==> config.mk <==
export PLATFORM = sky130hd
export DESIGN_NAME = vga_rect_filler
export DESIGN_NICKNAME = d
export VERILOG_FILES = /design/src/rtl/vga_pkg.sv /design/src/rtl/vga_scan_counter.sv /design/src/rtl/vga_rect_filler.sv
export SDC_FILE = /design/constraint.sdc
export NUM_CORES = 1
export LEC_CHECK = 0
export CAP_MARGIN = 20
export CORE_MARGIN = 1.5
export CORE_UTILIZATION = 45
export DETAILED_ROUTE_END_ITERATION = 8
export PLACE_DENSITY = 0.66
export SLEW_MARGIN = 20
export SYNTH_ARGS = -nofsm -noshare
export SYNTH_HDL_FRONTEND = slang
export SYNTH_HIERARCHICAL = 1
export SYNTH_SLANG_ARGS = --single-unit
==> constraint.sdc <==
create_clock -name clock -period 5.4 [get_ports clock]
set_input_delay 1.35 -clock clock [delete_from_list [all_inputs] [get_ports clock]]
set_output_delay 1.35 -clock clock [all_outputs]
set_load 0.03 [all_outputs]
==> src/rtl/vga_pkg.sv <==
// Shared constants and types for the rectangle-fill engine that feeds vga_adapter.
package vga_pkg;

    localparam int X_RES       = 160;
    localparam int Y_RES       = 120;
    localparam int NX          = 8;
    localparam int NY          = 7;
    localparam int COLOR_DEPTH = 9;

    typedef enum logic [1:0] {
        IDLE = 2'd0,
        DRAW = 2'd1,
        DONE = 2'd2
    } fill_state_e;

    localparam logic [COLOR_DEPTH-1:0] COLOR_BLACK = 9'h000;
    localparam logic [COLOR_DEPTH-1:0] COLOR_WHITE = 9'h1FF;

endpackage

==> src/rtl/vga_scan_counter.sv <==
// Row-major 2-D pixel counter: loads an origin/extent, wraps rows at end_x,
// and flags the last pixel plus whether the next position lies on the rectangle edge.
module vga_scan_counter #(
    parameter int NX = 8,
    parameter int NY = 7
) (
    input  logic          clock,
    input  logic          resetn,
    input  logic          load,
    input  logic          advance,
    input  logic [NX-1:0] org_x,
    input  logic [NY-1:0] org_y,
    input  logic [NX-1:0] end_x,
    input  logic [NY-1:0] end_y,
    output logic [NX-1:0] x,
    output logic [NY-1:0] y,
    output logic          last,
    output logic          edge_nxt
);

    logic [NX-1:0] x_r, org_x_r, end_x_r, x_nxt_s;
    logic [NY-1:0] y_r, org_y_r, end_y_r, y_nxt_s;

    // next scan position: step right, or wrap to the origin column of the next row
    always_comb begin
        if (x_r == end_x_r) begin
            x_nxt_s = org_x_r;
            y_nxt_s = y_r + NY'(1);
        end else begin
            x_nxt_s = x_r + NX'(1);
            y_nxt_s = y_r;
        end
    end

    assign x        = x_r;
    assign y        = y_r;
    assign last     = (x_r == end_x_r) && (y_r == end_y_r);
    assign edge_nxt = (x_nxt_s == org_x_r) || (x_nxt_s == end_x_r) ||
                      (y_nxt_s == org_y_r) || (y_nxt_s == end_y_r);

    // position and rectangle bounds registers
    always_ff @(posedge clock) begin
        if (!resetn) begin
            x_r     <= {NX{1'b0}};
            y_r     <= {NY{1'b0}};
            org_x_r <= {NX{1'b0}};
            org_y_r <= {NY{1'b0}};
            end_x_r <= {NX{1'b0}};
            end_y_r <= {NY{1'b0}};
        end else if (load) begin
            x_r     <= org_x;
            y_r     <= org_y;
            org_x_r <= org_x;
            org_y_r <= org_y;
            end_x_r <= end_x;
            end_y_r <= end_y;
        end else if (advance) begin
            x_r <= x_nxt_s;
            y_r <= y_nxt_s;
        end
    end

endmodule

==> src/rtl/vga_rect_filler.sv <==
// Clipped rectangle-fill engine streaming one pixel write per clock to vga_adapter.
// Optional VGA_RECT_OUTLINE_EN adds req_outline for edge-only drawing.
module vga_rect_filler #(
    parameter int X_RES       = vga_pkg::X_RES,
    parameter int Y_RES       = vga_pkg::Y_RES,
    parameter int NX          = vga_pkg::NX,
    parameter int NY          = vga_pkg::NY,
    parameter int COLOR_DEPTH = vga_pkg::COLOR_DEPTH
) (
    input  logic                   clock,
    input  logic                   resetn,
    input  logic                   req_valid,
    output logic                   req_ready,
    input  logic [NX-1:0]          req_x,
    input  logic [NY-1:0]          req_y,
    input  logic [NX-1:0]          req_w,
    input  logic [NY-1:0]          req_h,
    input  logic [COLOR_DEPTH-1:0] req_color,
    input  logic                   req_clear,
`ifdef VGA_RECT_OUTLINE_EN
    input  logic                   req_outline,
`endif
    output logic [NX-1:0]          px_x,
    output logic [NY-1:0]          px_y,
    output logic [COLOR_DEPTH-1:0] px_color,
    output logic                   px_write,
    output logic                   busy,
    output logic                   done
);

    import vga_pkg::*;

    localparam logic [NX:0] X_RES_V = (NX+1)'(X_RES);
    localparam logic [NY:0] Y_RES_V = (NY+1)'(Y_RES);

    fill_state_e   state_r, state_nxt_s;
    logic [NX:0]   rem_x_s, ew_s;
    logic [NY:0]   rem_y_s, eh_s;
    logic [NX-1:0] org_x_s, end_x_s;
    logic [NY-1:0] org_y_s, end_y_s;
    logic          empty_s, load_s, adv_s, px_write_nxt_s, done_nxt_s;
    logic          last_s, edge_nxt_s, outline_s;

    // clip the incoming request against the screen in one-bit-wider arithmetic
    always_comb begin
        rem_x_s = X_RES_V - {1'b0, req_x};
        rem_y_s = Y_RES_V - {1'b0, req_y};
        if (req_clear) begin
            org_x_s = {NX{1'b0}};
            org_y_s = {NY{1'b0}};
            ew_s    = X_RES_V;
            eh_s    = Y_RES_V;
        end else begin
            org_x_s = req_x;
            org_y_s = req_y;
            if ({1'b0, req_x} >= X_RES_V)     ew_s = {(NX+1){1'b0}};
            else if ({1'b0, req_w} < rem_x_s) ew_s = {1'b0, req_w};
            else                              ew_s = rem_x_s;
            if ({1'b0, req_y} >= Y_RES_V)     eh_s = {(NY+1){1'b0}};
            else if ({1'b0, req_h} < rem_y_s) eh_s = {1'b0, req_h};
            else                              eh_s = rem_y_s;
        end
        empty_s = (ew_s == {(NX+1){1'b0}}) || (eh_s == {(NY+1){1'b0}});
        end_x_s = NX'({1'b0, org_x_s} + ew_s - (NX+1)'(1));
        end_y_s = NY'({1'b0, org_y_s} + eh_s - (NY+1)'(1));
    end

`ifdef VGA_RECT_OUTLINE_EN
    logic outline_r;

    // outline mode is latched with the request; a full-screen clear always fills
    always_ff @(posedge clock) begin
        if (!resetn)     outline_r <= 1'b0;
        else if (load_s) outline_r <= req_outline & ~req_clear;
    end
    assign outline_s = outline_r;
`else
    assign outline_s = 1'b0;
`endif

    vga_scan_counter #(.NX(NX), .NY(NY)) u_scan (
        .clock    (clock),
        .resetn   (resetn),
        .load     (load_s),
        .advance  (adv_s),
        .org_x    (org_x_s),
        .org_y    (org_y_s),
        .end_x    (end_x_s),
        .end_y    (end_y_s),
        .x        (px_x),
        .y        (px_y),
        .last     (last_s),
        .edge_nxt (edge_nxt_s)
    );

    // next-state and next-output decode
    always_comb begin
        state_nxt_s    = state_r;
        load_s         = 1'b0;
        adv_s          = 1'b0;
        px_write_nxt_s = 1'b0;
        done_nxt_s     = 1'b0;
        case (state_r)
            IDLE: begin
                if (req_valid) begin
                    if (empty_s) begin
                        state_nxt_s = DONE;
                        done_nxt_s  = 1'b1;
                    end else begin
                        state_nxt_s    = DRAW;
                        load_s         = 1'b1;
                        px_write_nxt_s = 1'b1;
                    end
                end else begin
                    state_nxt_s = IDLE;
                end
            end
            DRAW: begin
                if (last_s) begin
                    state_nxt_s = DONE;
                    done_nxt_s  = 1'b1;
                end else begin
                    adv_s          = 1'b1;
                    px_write_nxt_s = ~outline_s | edge_nxt_s;
                end
            end
            DONE:    state_nxt_s = IDLE;
            default: state_nxt_s = IDLE;
        endcase
    end

    // state and registered handshake/strobe outputs
    always_ff @(posedge clock) begin
        if (!resetn) begin
            state_r   <= IDLE;
            req_ready <= 1'b1;
            busy      <= 1'b0;
            done      <= 1'b0;
            px_write  <= 1'b0;
            px_color  <= {COLOR_DEPTH{1'b0}};
        end else begin
            state_r   <= state_nxt_s;
            req_ready <= (state_nxt_s == IDLE);
            busy      <= (state_nxt_s != IDLE);
            done      <= done_nxt_s;
            px_write  <= px_write_nxt_s;
            if (load_s) px_color <= req_color;
        end
    end

endmodule

# After elaboration in Yosys (flattened, before gate mapping)
# Index checks and enable logic that the tools add are counted.
[word_totals]
output_inout_bits = 28
reg_bits = 53
input_bits = 43
word_cells = 64
[op_classes]
addsub = 8
muxes = 28
magnitude_cmp = 4
reduce_logical = 10
n_eq_ne = 3
[ops]
columns = ["cell", "count"]
rows = [
  ["$mux W8", 7],
  ["$mux W7", 4],
  ["$mux W9", 3],
  ["$logic_not A9 Y1", 1],
  ["$lt A8 B9 Y1", 1],
  ["$sub A8 B8 Y9 const A", 1],
  ["$add A8 B1 Y8 const B", 1],
  ["$add A8 B8 Y8", 1],
  ["$eq A8 B8 Y1", 1],
  ["$ge A8 B8 Y1 const B", 1],
  ["$logic_not A8 Y1", 1],
  ["$lt A7 B8 Y1", 1],
  ["$mux W1", 8],
  ["$sub A7 B7 Y8 const A", 1],
  ["$sub A8 B1 Y8 const B", 1],
  ["$add A7 B1 Y7 const B", 1],
  ["$add A7 B7 Y7", 1],
  ["$eq A7 B7 Y1", 1],
  ["$ge A7 B7 Y1 const B", 1],
  ["$sub A7 B1 Y7 const B", 1],
  ["$mux W2", 3],
  ["$reduce_bool A2 Y1", 3],
  ["$logic_not A2 Y1", 2],
  ["$pmux W1 S2", 2],
  ["other kinds (5)", 5],
]

# Logic depth before layout (Yosys ltp)
# Gate-level depths: netlist of the first run.
[logic_depth]
word_depth = 12
depth_mapped = 27
depth_no_buf = 26

# Hierarchy
# Netlist of the first run, hierarchy kept.
[modules_own_cells]
columns = ["module", "area_per_inst_um2", "cells_each", "n_inst", "seq_area_each_um2"]
rows = [
  ["vga_scan_counter", 2877.8, 327, 1, 900.9],
  ["vga_rect_filler", 2391.0, 319, 1, 300.3],
]

# Least setup slack after synthesis of the first run
# No wires, ideal clock.
[synth_timing]
path_kind = "input to register"
from = "input port req_x[0]"
to = "register u_scan.end_x_r[7]"
path_buffers = 1
slack_ns = -0.299
setup_ns = 0.066
path_stages = 27
required_ns = 5.334
arrival_ns = 5.634
path_cell_list = "inv_1 > ha_1 > nor3b_2 > a21boi_1 > xnor2_1 > ha_1 > and3_2 > a221o_1 > a41oi_2 > or2_1 > buf_6 > nand2_1 > o21ai_0 > nand2_1 > ha_1 > inv_1 > ha_1 > fa_1 > a21oi_1 > nor2_1 > nor2_1 > o21bai_1 > a21oi_1 > xnor2_1 > xnor2_1 > mux2i_1 > nor2b_1"
[synth_between]
elab_cells_between_ends = 14
classes_between = "add/sub (3); order compare (2); mux (7); reduce/logical (2)"
[synth_lines]
columns = ["item", "line_no", "rtl"]
rows = [
  ["start, declared", "vga_rect_filler.sv:14", "input logic [NX-1:0] req_x,"],
  ["$sub A8 B8 Y9", "vga_rect_filler.sv:46", "rem_x_s = X_RES_V - {1'b0, req_x};"],
  ["$lt A8 B9 Y1", "vga_rect_filler.sv:57", "else if ({1'b0, req_w} < rem_x_s) ew_s = {1'b0, req_w};"],
  ["$mux W9", "vga_rect_filler.sv:57", ""],
  ["$mux W9", "vga_rect_filler.sv:56", "if ({1'b0, req_x} >= X_RES_V) ew_s = {(NX+1){1'b0}};"],
  ["$mux W9", "vga_rect_filler.sv:48", "if (req_clear) begin"],
  ["$add A8 B8 Y8 (*)", "vga_rect_filler.sv:64", "end_x_s = NX'({1'b0, org_x_s} + ew_s - (NX+1)'(1));"],
  ["$sub A8 B1 Y8 (*)", "vga_rect_filler.sv:64", ""],
  ["via end_x_s[7]", "vga_rect_filler.sv:39", "logic [NX-1:0] org_x_s, end_x_s;"],
  ["end signal, assigned", "vga_scan_counter.sv:48", "end_x_r <= {NX{1'b0}};"],
  ["end signal, assigned", "vga_scan_counter.sv:55", "end_x_r <= end_x;"],
  ["end, declared", "vga_scan_counter.sv:21", "logic [NX-1:0] x_r, org_x_r, end_x_r, x_nxt_s;"],
]
# Mark *: on every way through the listed nets, which the timed path passes. The rest lies on a longest branch.
# A chain may end at the register's enable or synchronous reset.

# Worst setup path in the final report of the first run
[layout_timing]
from = "input port req_x[1]"
to = "register u_scan.end_x_r[7]"
# Same word-level chain as after synthesis.

==> impl_metrics.toml, run 1 <==
[status]
status = "completed"

[worst_setup_path]
critPathLaunchType = "input port"
worstSetupEndpointType = "register"
critical_path_buf_inv_count = 2
cp.required_ns = 5.65
cp_slowest_stage_delay_ns = 0.54
critPathTopFamily = "simple AND/OR/NAND/NOR gates"
worstSetupPathType = "in -> reg"
crit_arrival_ns = 5.57
worst-r2r-setup-slack_ns = 2.84
cpMostUsedCell = "xnor2_1"
slowest_stage = "or4_4"
worstPathMaxFanout = 4

[place]
dpl_cell_area_um2 = 5575
io_buffers = 70
dpl.hpwl_mm = 8.316
place.gp.congestion = 0.8186
dpl.cell_count = 775

[drt]
wire_per_inst_um = 12.89
first_pass_iters = 4
viasPerCell = 4.981
drt_iter0_markers = 89
drcViolationCount = 0
vias = 3925
wl_mm = 10.16
final_antenna_net_count = 0

[clocking]
cts_buffers = 5
cts.htree.levels = 2
clk_pin_slew_worst_paths_ns = 0.10
clk_latency_ns = 0.30
cts_hold_buf = 0
clock_path_buffers = 2
cts_tree = "built"
clkSinkCount = 53
cts-root-buf = "clkbuf_8"

[layout]
final_cells = 788
finish.instance_area_um2 = 5754
drive_gt1_share_pct = 15.11
final_common_cell = "nand2_1"
n_antenna_cell = 0
finalNetCount = 740
utilization_pct = 59.14
final_cell_mix = "nand2_1, clkdlybuf4s50_1, inv_1"
synthToLayoutAreaGrowth_pct = 28.32

[floorplanning]
ios = 71
die_h_um = 102.8
fp.coreArea_um2 = 9729
num_rows = 36
dieArea_um2 = 10570
dieWidth_um = 102.8
start_util_pct = 46.09

[worst_hold_path]
hold_class = "reg -> reg"

[global_route]
grt_pass1_wl_mm = 16.63
grt_start_max_net_pins = 32
overflow = 0
grt_pass1_vias = 3734
grt_use_total_pct = 19.46
antenna_found_initial = 0

[synth]
syn_area_per_cell_um2 = 8.138
syn-cell-area_um2 = 4484
yosys_warnings = 6
netlist_instances = 551
synth_nets = 637

[power]
vdd_drop_max_uv = 138.4
powerDensity_nw_per_um2 = 253.5
leakage_uw = 0.002615

[timing]
tightest_slew_ns = 0.9096
rsz0062_at_grt = "yes"
maxSlewViolCount = 0
fin_hold_ws_ns = 0.4622
fin_crit_ns = 5.319
setup_viol = 0
hold_violations = 0
tns_ns = 0
finClkSkew_ns = 0.01129
fin_crit_sh_pct = 98.49
max_slew_margin_pct = 39.17
timing.fmax_mhz = 188.0

[job]
drv_cap = 0
==> path summary, 6_finish.rpt <==
kind	startpoint	end	cells after the start
setup / recovery	req_x[1]	u_scan/end_x_r[7]	26
hold / removal	px_color[5]	px_color[5]	2
setup reg to reg	u_scan/x[2]	u_scan/y[1]	10
hold reg to reg	px_color[5]	px_color[5]	2
==> report_power, final <==
part / leakage (uW) / switching, uW / total (uW) / internal (uW)
sequential: 0.000435 / 48.2 / 488 / 440
combinational: 0.00214 / 365 / 742 / 377
clock: 0.0000447 / 134 / 228 / 93.8
==> area by class of cell <==
class | count | area, um^2
fillers | 946 | 3975
multi-input cells | 407 | 3083
repair buffers | 124 | 1114
flip-flops and latches | 53 | 1061
inverters | 63 | 236.5
well taps | 133 | 166.4
clock buffers | 5 | 68.82
clock inverters | 3 | 25.02
==> worst register-to-register path: stages, from the launching register on <==
cell and delay [ns]:
dfxtp_1 0.48, xnor2_1 0.18, and4_1 0.23, nand2_2 0.21, nor4_1 0.45, nor3b_1 0.12
buf_4 0.22, nand2_1 0.13, mux2i_1 0.21, o21ai_0 0.09, and2_1 0.16
==> flip-flops by register name, summed over array words and instances (netlist names) <==
register,flops
u_scan/x,8
px_write,1
px_color,9
done,1
u_scan/end_y_r,7
req_ready,1
busy,1
u_scan/org_x_r,8
state_r,2
u_scan/y,7
u_scan/end_x_r,8
==> stage by stage <==
stage	total power, uW	worst slack, ns
2_1_floorplan	998.4	-0.1651
6_report	1459	0.08142
5_1_grt	1564	-0.1642
4_1_cts	1455	0.004951
3_3_place_gp	1203	-0.5347
3_5_place_dp	1222	-0.6929
==> layer usage <==
layer / global-route usage [%] / up-vias / wire length [um]
li1: - / 2037 / -
met1: 25.17 / 1808 / 4778
met2: 35.15 / 74 / 4903
met3: 2.237 / 6 / 378
met4: 3.742 / 0 / 94
met5: 0 / - / 0
==> repair_timing <==
item / CTS / global route
cloned: 0 / 0
pin swaps: 19 / 19
setup endpoints to repair: 4 / 5
resized for setup: 12 / 19
buffers inserted: 2 / 4
Power figures use the tool's default switching activity.
==> run 2, diff against run 1 <==
--- a/config.mk
+++ b/config.mk
@@ -5,7 +5,7 @@
 export SDC_FILE = /design/constraint.sdc
 export NUM_CORES = 1
 export LEC_CHECK = 0
-export CAP_MARGIN = 20
+export CAP_MARGIN = 15
 export CORE_MARGIN = 1.5
 export CORE_UTILIZATION = 45
 export DETAILED_ROUTE_END_ITERATION = 8
==> results of run 2 <==
No change in the layout: final DEF, timing and power equal those of run 1.
